[config.mk]
export PLATFORM = sky130hd
export DESIGN_NAME = btb_predictor
export DESIGN_NICKNAME = d
export VERILOG_FILES = /design/src/rtl/btb_predictor.sv
export SDC_FILE = /design/constraint.sdc
export NUM_CORES = 2
export LEC_CHECK = 0
export CORE_MARGIN = 8
export CORE_UTILIZATION = 50
export DETAILED_ROUTE_END_ITERATION = 6
export GPL_ROUTABILITY_DRIVEN = 0
export GPL_TIMING_DRIVEN = 0
export MAX_ROUTING_LAYER = met4
export PLACE_DENSITY_LB_ADDON = 0.2
export SYNTH_ARGS = -nofsm -noshare
export SYNTH_HDL_FRONTEND = slang
export SYNTH_SLANG_ARGS = --single-unit
[constraint.sdc]
create_clock -name stg_clk -period 17.37 [get_ports stg_clk]
set_clock_uncertainty 0.15 [all_clocks]
set_input_delay 4.3425 -clock stg_clk [delete_from_list [all_inputs] [get_ports stg_clk]]
set_output_delay 4.3425 -clock stg_clk [all_outputs]
set_load 0.03 [all_outputs]
[src/rtl/btb_predictor.sv]
// Fetch-side direct-mapped branch target buffer with 2-bit saturating counters,
// AD-stage training and a registered mispredict redirect. Optional statistics: BTB_STATS_EN.
module btb_predictor #(
    parameter int unsigned ENTRIES = 16,
    parameter int unsigned IDX_W   = 4
) (
    input  logic        stg_clk,
    input  logic        reset,
    input  logic        stg_ena,
    input  logic [31:0] fetch_pc,
    output logic        pred_valid,
    output logic        pred_taken,
    output logic [1:0]  pred_counter,
    output logic [31:0] pred_next_pc,
    input  logic [31:0] upd_pc,
    input  logic [31:0] upd_target,
    input  logic [1:0]  upd_flag,
    input  logic [31:0] upd_fetch_pc,
    input  logic [1:0]  upd_counter,
    input  logic        upd_valid,
    input  logic        upd_prediction,
    output logic        redirect_valid,
    output logic [31:0] redirect_pc,
    output logic [31:0] stat_branches,
    output logic [31:0] stat_mispredicts
);

    localparam int unsigned TAG_W = 32 - IDX_W - 2;

    logic [ENTRIES-1:0]            valid_q;
    logic [ENTRIES-1:0][TAG_W-1:0] tag_q;
    logic [ENTRIES-1:0][31:0]      target_q;
    logic [ENTRIES-1:0][1:0]       counter_q;

    logic [IDX_W-1:0] fetch_idx;
    logic [TAG_W-1:0] fetch_tag;
    logic             hit;

    // Lookup reads the table registers only: a same-cycle write is not visible.
    assign fetch_idx    = fetch_pc[IDX_W+1:2];
    assign fetch_tag    = fetch_pc[31:IDX_W+2];
    assign hit          = valid_q[fetch_idx] && (tag_q[fetch_idx] == fetch_tag);
    assign pred_valid   = hit;
    assign pred_counter = hit ? counter_q[fetch_idx] : 2'b00;
    assign pred_taken   = hit && counter_q[fetch_idx][1];
    assign pred_next_pc = pred_taken ? target_q[fetch_idx] : fetch_pc + 32'd4;

    logic [IDX_W-1:0] upd_idx;
    logic [TAG_W-1:0] upd_tag;
    logic             is_branch;
    logic             taken;
    logic             alias_hit;
    logic             accept;
    logic             mispredict;
    logic [31:0]      actual_next;
    logic             wr_en;
    logic             wr_target;
    logic             inv_en;
    logic [1:0]       wr_counter;
    logic             unused_pc_bits;

    assign unused_pc_bits = ^{fetch_pc[1:0], upd_pc[1:0]};

    assign upd_idx     = upd_pc[IDX_W+1:2];
    assign upd_tag     = upd_pc[31:IDX_W+2];
    assign is_branch   = (upd_flag != 2'b00);
    assign taken       = upd_flag[1];
    assign alias_hit   = !is_branch && upd_prediction;
    assign actual_next = taken ? upd_target : upd_pc + 32'd4;
    // While a redirect is outstanding the update inputs are wrong-path and ignored.
    assign accept      = stg_ena && !redirect_valid;
    assign mispredict  = (is_branch && (actual_next != upd_fetch_pc)) || alias_hit;

    function automatic logic [1:0] sat_inc(input logic [1:0] c);
        return (c == 2'b11) ? c : c + 2'd1;
    endfunction

    function automatic logic [1:0] sat_dec(input logic [1:0] c);
        return (c == 2'b00) ? c : c - 2'd1;
    endfunction

    // Training decision for the resolved instruction.
    always_comb begin
        wr_en      = 1'b0;
        wr_target  = 1'b0;
        inv_en     = 1'b0;
        wr_counter = 2'b00;
        if (accept) begin
            if (is_branch) begin
                if (upd_valid) begin
                    wr_en      = 1'b1;
                    wr_target  = taken;
                    wr_counter = (upd_flag == 2'b11) ? 2'b11
                               : taken ? sat_inc(upd_counter) : sat_dec(upd_counter);
                end else if (taken) begin
                    wr_en      = 1'b1;
                    wr_target  = 1'b1;
                    wr_counter = (upd_flag == 2'b11) ? 2'b11 : 2'b10;
                end
            end else if (upd_prediction) begin
                inv_en = 1'b1;
            end
        end
    end

    always_ff @(posedge stg_clk) begin
        if (reset) begin
            valid_q        <= '0;
            tag_q          <= '0;
            target_q       <= '0;
            counter_q      <= '0;
            redirect_valid <= 1'b0;
            redirect_pc    <= '0;
        end else if (stg_ena) begin
            if (wr_en) begin
                valid_q[upd_idx]   <= 1'b1;
                tag_q[upd_idx]     <= upd_tag;
                counter_q[upd_idx] <= wr_counter;
                if (wr_target) begin
                    target_q[upd_idx] <= upd_target;
                end
            end else if (inv_en) begin
                valid_q[upd_idx] <= 1'b0;
            end
            redirect_valid <= accept && mispredict;
            if (accept && mispredict) begin
                redirect_pc <= actual_next;
            end
        end
    end

`ifdef BTB_STATS_EN
    logic [31:0] branches_q;
    logic [31:0] mispredicts_q;

    // Saturating event counters for accepted, non-shadowed updates.
    always_ff @(posedge stg_clk) begin
        if (reset) begin
            branches_q    <= '0;
            mispredicts_q <= '0;
        end else if (accept) begin
            if (is_branch && (branches_q != 32'hFFFF_FFFF)) begin
                branches_q <= branches_q + 32'd1;
            end
            if (mispredict && (mispredicts_q != 32'hFFFF_FFFF)) begin
                mispredicts_q <= mispredicts_q + 32'd1;
            end
        end
    end

    assign stat_branches    = branches_q;
    assign stat_mispredicts = mispredicts_q;
`else
    assign stat_branches    = '0;
    assign stat_mispredicts = '0;
`endif

endmodule

Word-level counts from Yosys, hierarchy flattened
Index checks and enable logic that the tools add are counted.
{"block": "totals", "elab_cells": 125, "register_bits": 1009, "in_bits": 137, "output_inout_bits": 133}
{"block": "op_classes", "reduce_logical": 17, "mux": 43, "n_bitwise": 3, "n_addsub": 4, "magnitude_cmp": 3, "n_eq_ne": 4}
{"op": "512-bit bitwise mux", "count": 1}
{"op": "416-bit bitwise mux", "count": 1}
{"op": "32-bit binary-select mux with 4-bit select", "count": 1}
{"op": "32-bit demux with 4-bit select", "count": 1}
{"op": "32-bit 2-to-1 mux", "count": 4}
{"op": "26-bit binary-select mux with 4-bit select", "count": 1}
{"op": "26-bit demux with 4-bit select", "count": 1}
{"op": "32-bit by 3-bit adder with 32-bit output, second input constant", "count": 2}
{"op": "26-bit 2-to-1 mux", "count": 2}
{"op": "32-bit bitwise mux", "count": 1}
{"op": "16-bit 2-to-1 mux", "count": 2}
{"op": "32-bit inequality test", "count": 1}
{"op": "26-bit == test", "count": 1}
{"op": "2-bit 2-to-1 mux", "count": 11}
{"op": "16-bit bitwise AND", "count": 1}
{"op": "16-bit NOT", "count": 1}
{"op": "16-bit bitwise OR", "count": 1}
{"op": "1-bit 2-to-1 mux", "count": 13}
{"op": "4-bit by 5-bit < comparator with 1-bit output, second input constant", "count": 2}
{"op": "2-bit binary-select mux with 4-bit select", "count": 1}
{"op": "2-bit demux with 4-bit select", "count": 1}
{"op": "1-bit logical AND", "count": 7}
{"op": "2-bit AND reduction", "count": 3}
{"op": "1-bit binary-select mux with 4-bit select", "count": 1}
{"op": "other kinds (10)", "count": 13}

Logic depth before layout (Yosys ltp)
{"block": "depth", "word_depth": 8, "mapped_depth": 15, "depth_no_buf": 11}

Least setup slack after synthesis
OpenSTA, ideal clock, no wires.
{"block": "synth_timing", "path_kind": "in2out", "from": "input fetch_pc[2]", "to": "output pred_next_pc[23]", "path_buffers": 6, "t_arrival_ns": 7.301, "stages": 9, "slack_ns": 5.577, "required_ns": 12.878, "path_cell_list": "buf_2 > buf_4 > buf_2 > clkbuf_1 > buf_1 > buf_2 > mux4_2 > mux4_2 > mux2_1"}
{"block": "synth_via", "elab_chain_len": 6, "elab_cells_between_ends": 13, "classes_between": "add/sub: 1; eq/ne: 1; mux: 9; reduce/logical: 2"}
{"element": "from (decl)", "line": "10", "text": "input logic [31:0] fetch_pc,"}
{"element": "26-bit binary-select mux with 4-bit select", "line": "42", "text": "assign hit = valid_q[fetch_idx] && (tag_q[fetch_idx] == fetch_tag);"}
{"element": "26-bit 2-to-1 mux (not written as such)", "line": "42"}
{"element": "26-bit == test", "line": "42"}
{"element": "1-bit logical AND", "line": "42"}
{"element": "1-bit logical AND", "line": "45", "text": "assign pred_taken = hit && counter_q[fetch_idx][1];"}
{"element": "32-bit 2-to-1 mux *", "line": "46", "text": "assign pred_next_pc = pred_taken ? target_q[fetch_idx] : fetch_pc + 32'd4;"}
{"element": "to (decl)", "line": "14", "text": "output logic [31:0] pred_next_pc,"}
Mark *: on every way between the ends. The rest lies on a longest branch, timed or not. The select of a mux whose other input is x is not followed.

Worst setup path after layout
{"block": "layout_timing", "from": "input fetch_pc[3]", "to": "output pred_counter[0]"}
{"block": "layout_via", "elab_chain_len": 5, "elab_cells_between_ends": 9, "classes_between": "eq/ne: 1; mux: 7; reduce/logical: 1"}
{"element": "26-bit binary-select mux with 4-bit select", "line": "42"}
{"element": "26-bit 2-to-1 mux (not written as such)", "line": "42"}
{"element": "26-bit == test", "line": "42"}
{"element": "1-bit logical AND", "line": "42"}
{"element": "2-bit 2-to-1 mux *", "line": "44", "text": "assign pred_counter = hit ? counter_q[fetch_idx] : 2'b00;"}
{"element": "to (decl)", "line": "13", "text": "output logic [1:0] pred_counter,"}
Marks and branches as above.

==> qor.yml <==
yosysWarnings: 0
via_count: 45200
period_minus_slack_ps: 15480
ctsLongestPathBuffers: 3
p_total_w: 0.00524
post_route_cells_drive_above_1_share_pct: 10.0
maxCapViolations: 0
via_per_inst: 6.20
io_buffers: 158
cts_buffers: 105
ant_nets: 0
pre_cts_ws_ps: 2060
synth-edff-count: 0
synth_cell_types: 84
hpwl_um: 144000
nNetsFinal: 6086
yosys_most_used_dff: "dfxtp_1"
die_h_um: 322
grt_max_degree: 16
n_fill_cell: 8548
syn_avg_cell_area_um2: 8.32
synthArstFlopShare_pct: 0
slew_viol_final: 0
grt.met2_usage_pct: 54.9
ios: 270
rsz0062_at_grt: "no"
grt_pass1_vias: 42100
hold_path_class: "reg2reg"
first_pass_iters: 7
vdd_drop_max_mv: 0.0763
syn_area_um2: 46700
post-cts-setup-buffer-count: 0
drt_iter0_drc: 6583
start_util_pct: 50.3
fin_crit_sh_pct: 89.1
clock-sinks: 1009
timing.fmax_mhz: 64.6
tns_ps: 0
root_buffer: "clkbuf_16"
power.density_nw_per_um2: 97.7
grt.total_usage_pct: 37.7
seq_area_frac_synth_pct: 43.3
routedWlPerCell_um: 27.1
drc: 27
rows: 112
die_area_um2: 103000
slew_headroom_pct: 7.86
areaGrowthSynthToFinish_pct: 14.9
rrSetupSlack_ps: 12920
antenna_found_initial: 7
coreArea_um2: 92900
cp_max_fo: 11
hold_buffers: 0
synth_area_leaders: "dfxtp_1 43%, nand2_1 15%, mux4_2 12%, a21oi_1 10%, clkbuf_1 3.8%"
power_leakage_nw: 17.6
ys_top_cells_by_count: "1,927 x nand2_1, 1,009 x dfxtp_1, 973 x a21oi_1"
path_class: "in2out"
die_w_um: 322
cp.arrival_ps: 10990
grt-busiest-layer: "met2"
hold_viol: 0
cts_htree_levels: 3
cp.required_ps: 12880
violations: "DRC"
grt_overflow: 0
yosysMostFrequentCell: "nand2_1"
grt_pass1_wl_um: 281000
cts_tree: "done"
cts_resized: 0
syn_inst: 5615
use_met3_pct: 10.9
clkTransAtPathRegs_ps: 60
clock_latency_ps: 690
routed_wl_um: 198000
met1_usage_pct: 44.4
synth-seq-cells: 1009
outcome: "finished, violations left"
setup_ws_ps: 1890
worstSetupStartpointType: "input pin"
tightest_slew_ps: 1380
synth_top_area_share_pct: 43.3
yosysTopAreaCell: "dfxtp_1"
critPathCaptureType: "output pin"
final-setup-viol-count: 0
## report_power, final
| part | internal (W) | switching [W] | total (W) |
|---|---|---|---|
| Clock | 0.00134 | 0.00101 | 0.00235 |
| Combinational | 0.000157 | 0.000388 | 0.000545 |
| Sequential | 0.00234 | 0.0000130 | 0.00235 |
| Total | 0.00384 | 0.00141 | 0.00524 |
## worst max-delay path, cell delays in order
cell             delay, ps
clkdlybuf4s50_1        560
buf_4                  280
buf_2                  500
buf_4                  400
buf_2                  460
buf_2                  550
clkbuf_1               890
clkbuf_1               930
mux4_2                 450
mux4_2                 250
nor2b_1                520
clkdlybuf4s50_1        790
## kinds of logic after synthesis
group,Yosys count,share of synthesized area (%)
flops,1009,43.3
mux,387,14.9
compound gates,1173,13.8
other cells,1,0.00803
simple gates,2283,19.7
fa+ha+maj,7,0.182
xor+xnor,117,2.22
buf+inv,638,6.03
## per-stage QoR
stage	hold slack [ps]	utilization [%]	area, um^2	std cells
5_1_grt	316	57.8	53700	7287
2_1_floorplan	283	-	46900	5678
4_1_cts	301	57.7	53700	7280
6_report	300	57.8	53700	7290
3_3_place_gp	288	53.9	50100	7090
3_5_place_dp	293	53.9	50100	7090
## registers in the layout (all words and copies together), names as in the netlist, named ones only
name,cells
counter_q,32
redirect_valid,1
redirect_pc,32
target_q,512
tag_q,416
## path summary, 6_finish.rpt
| check | start | endpoint | cells past startpoint |
|---|---|---|---|
| max | fetch_pc[3] | pred_counter[0] | 12 |
| min | target_q[457] | target_q[457] | 2 |
| max reg2reg | redirect_valid | target_q[350] | 9 |
| min reg2reg | target_q[457] | target_q[457] | 2 |
## routing by layer
metal	share of wire (%)	routed length, um	vias up
met4	9.0	17800	0
met2	43	84900	3237
li1	-	-	19600
met5	0	0	-
met3	13	25500	888
met1	35	69600	21500
## layout by cell type (no fill, tap or decap), types with 18 or more instances in the layout
| cell type | instances |
|---|---|
| nand4_1 | 43 |
| conb_1 | 64 |
| buf_2 | 32 |
| clkbuf_8 | 30 |
| clkbuf_16 | 106 |
| buf_4 | 89 |
| clkdlybuf4s50_1 | 158 |
| buf_1 | 19 |
| nand3_1 | 67 |
| a21oi_1 | 973 |
| nor2_1 | 106 |
| xnor2_1 | 72 |
| o31ai_1 | 20 |
| a211oi_1 | 41 |
| o21ai_0 | 29 |
| clkinv_2 | 18 |
| xor2_1 | 44 |
| clkbuf_1 | 491 |
| mux2i_1 | 104 |
| and3_1 | 32 |
| nand2_1 | 1927 |
| dfxtp_1 | 1009 |
| mux4_2 | 241 |
| nor3_1 | 23 |
| mux2_2 | 38 |
## layout make-up
class / count / area [um^2] / share of cell area [%]
inverter: 19 / 71.3 / 0.133
multi-input combinational: 4031 / 23900 / 44.6
buffer: 619 / 2750 / 5.11
timing repair buffer: 158 / 1580 / 2.95
clock buffer: 156 / 3140 / 5.85
tap: 1254 / 1570 / 2.92
antenna: 10 / 25.0 / 0.0466
sequential: 1009 / 20200 / 37.6
clock inverter: 34 / 422 / 0.786
No activity file was read; power rests on OpenSTA's default activity.
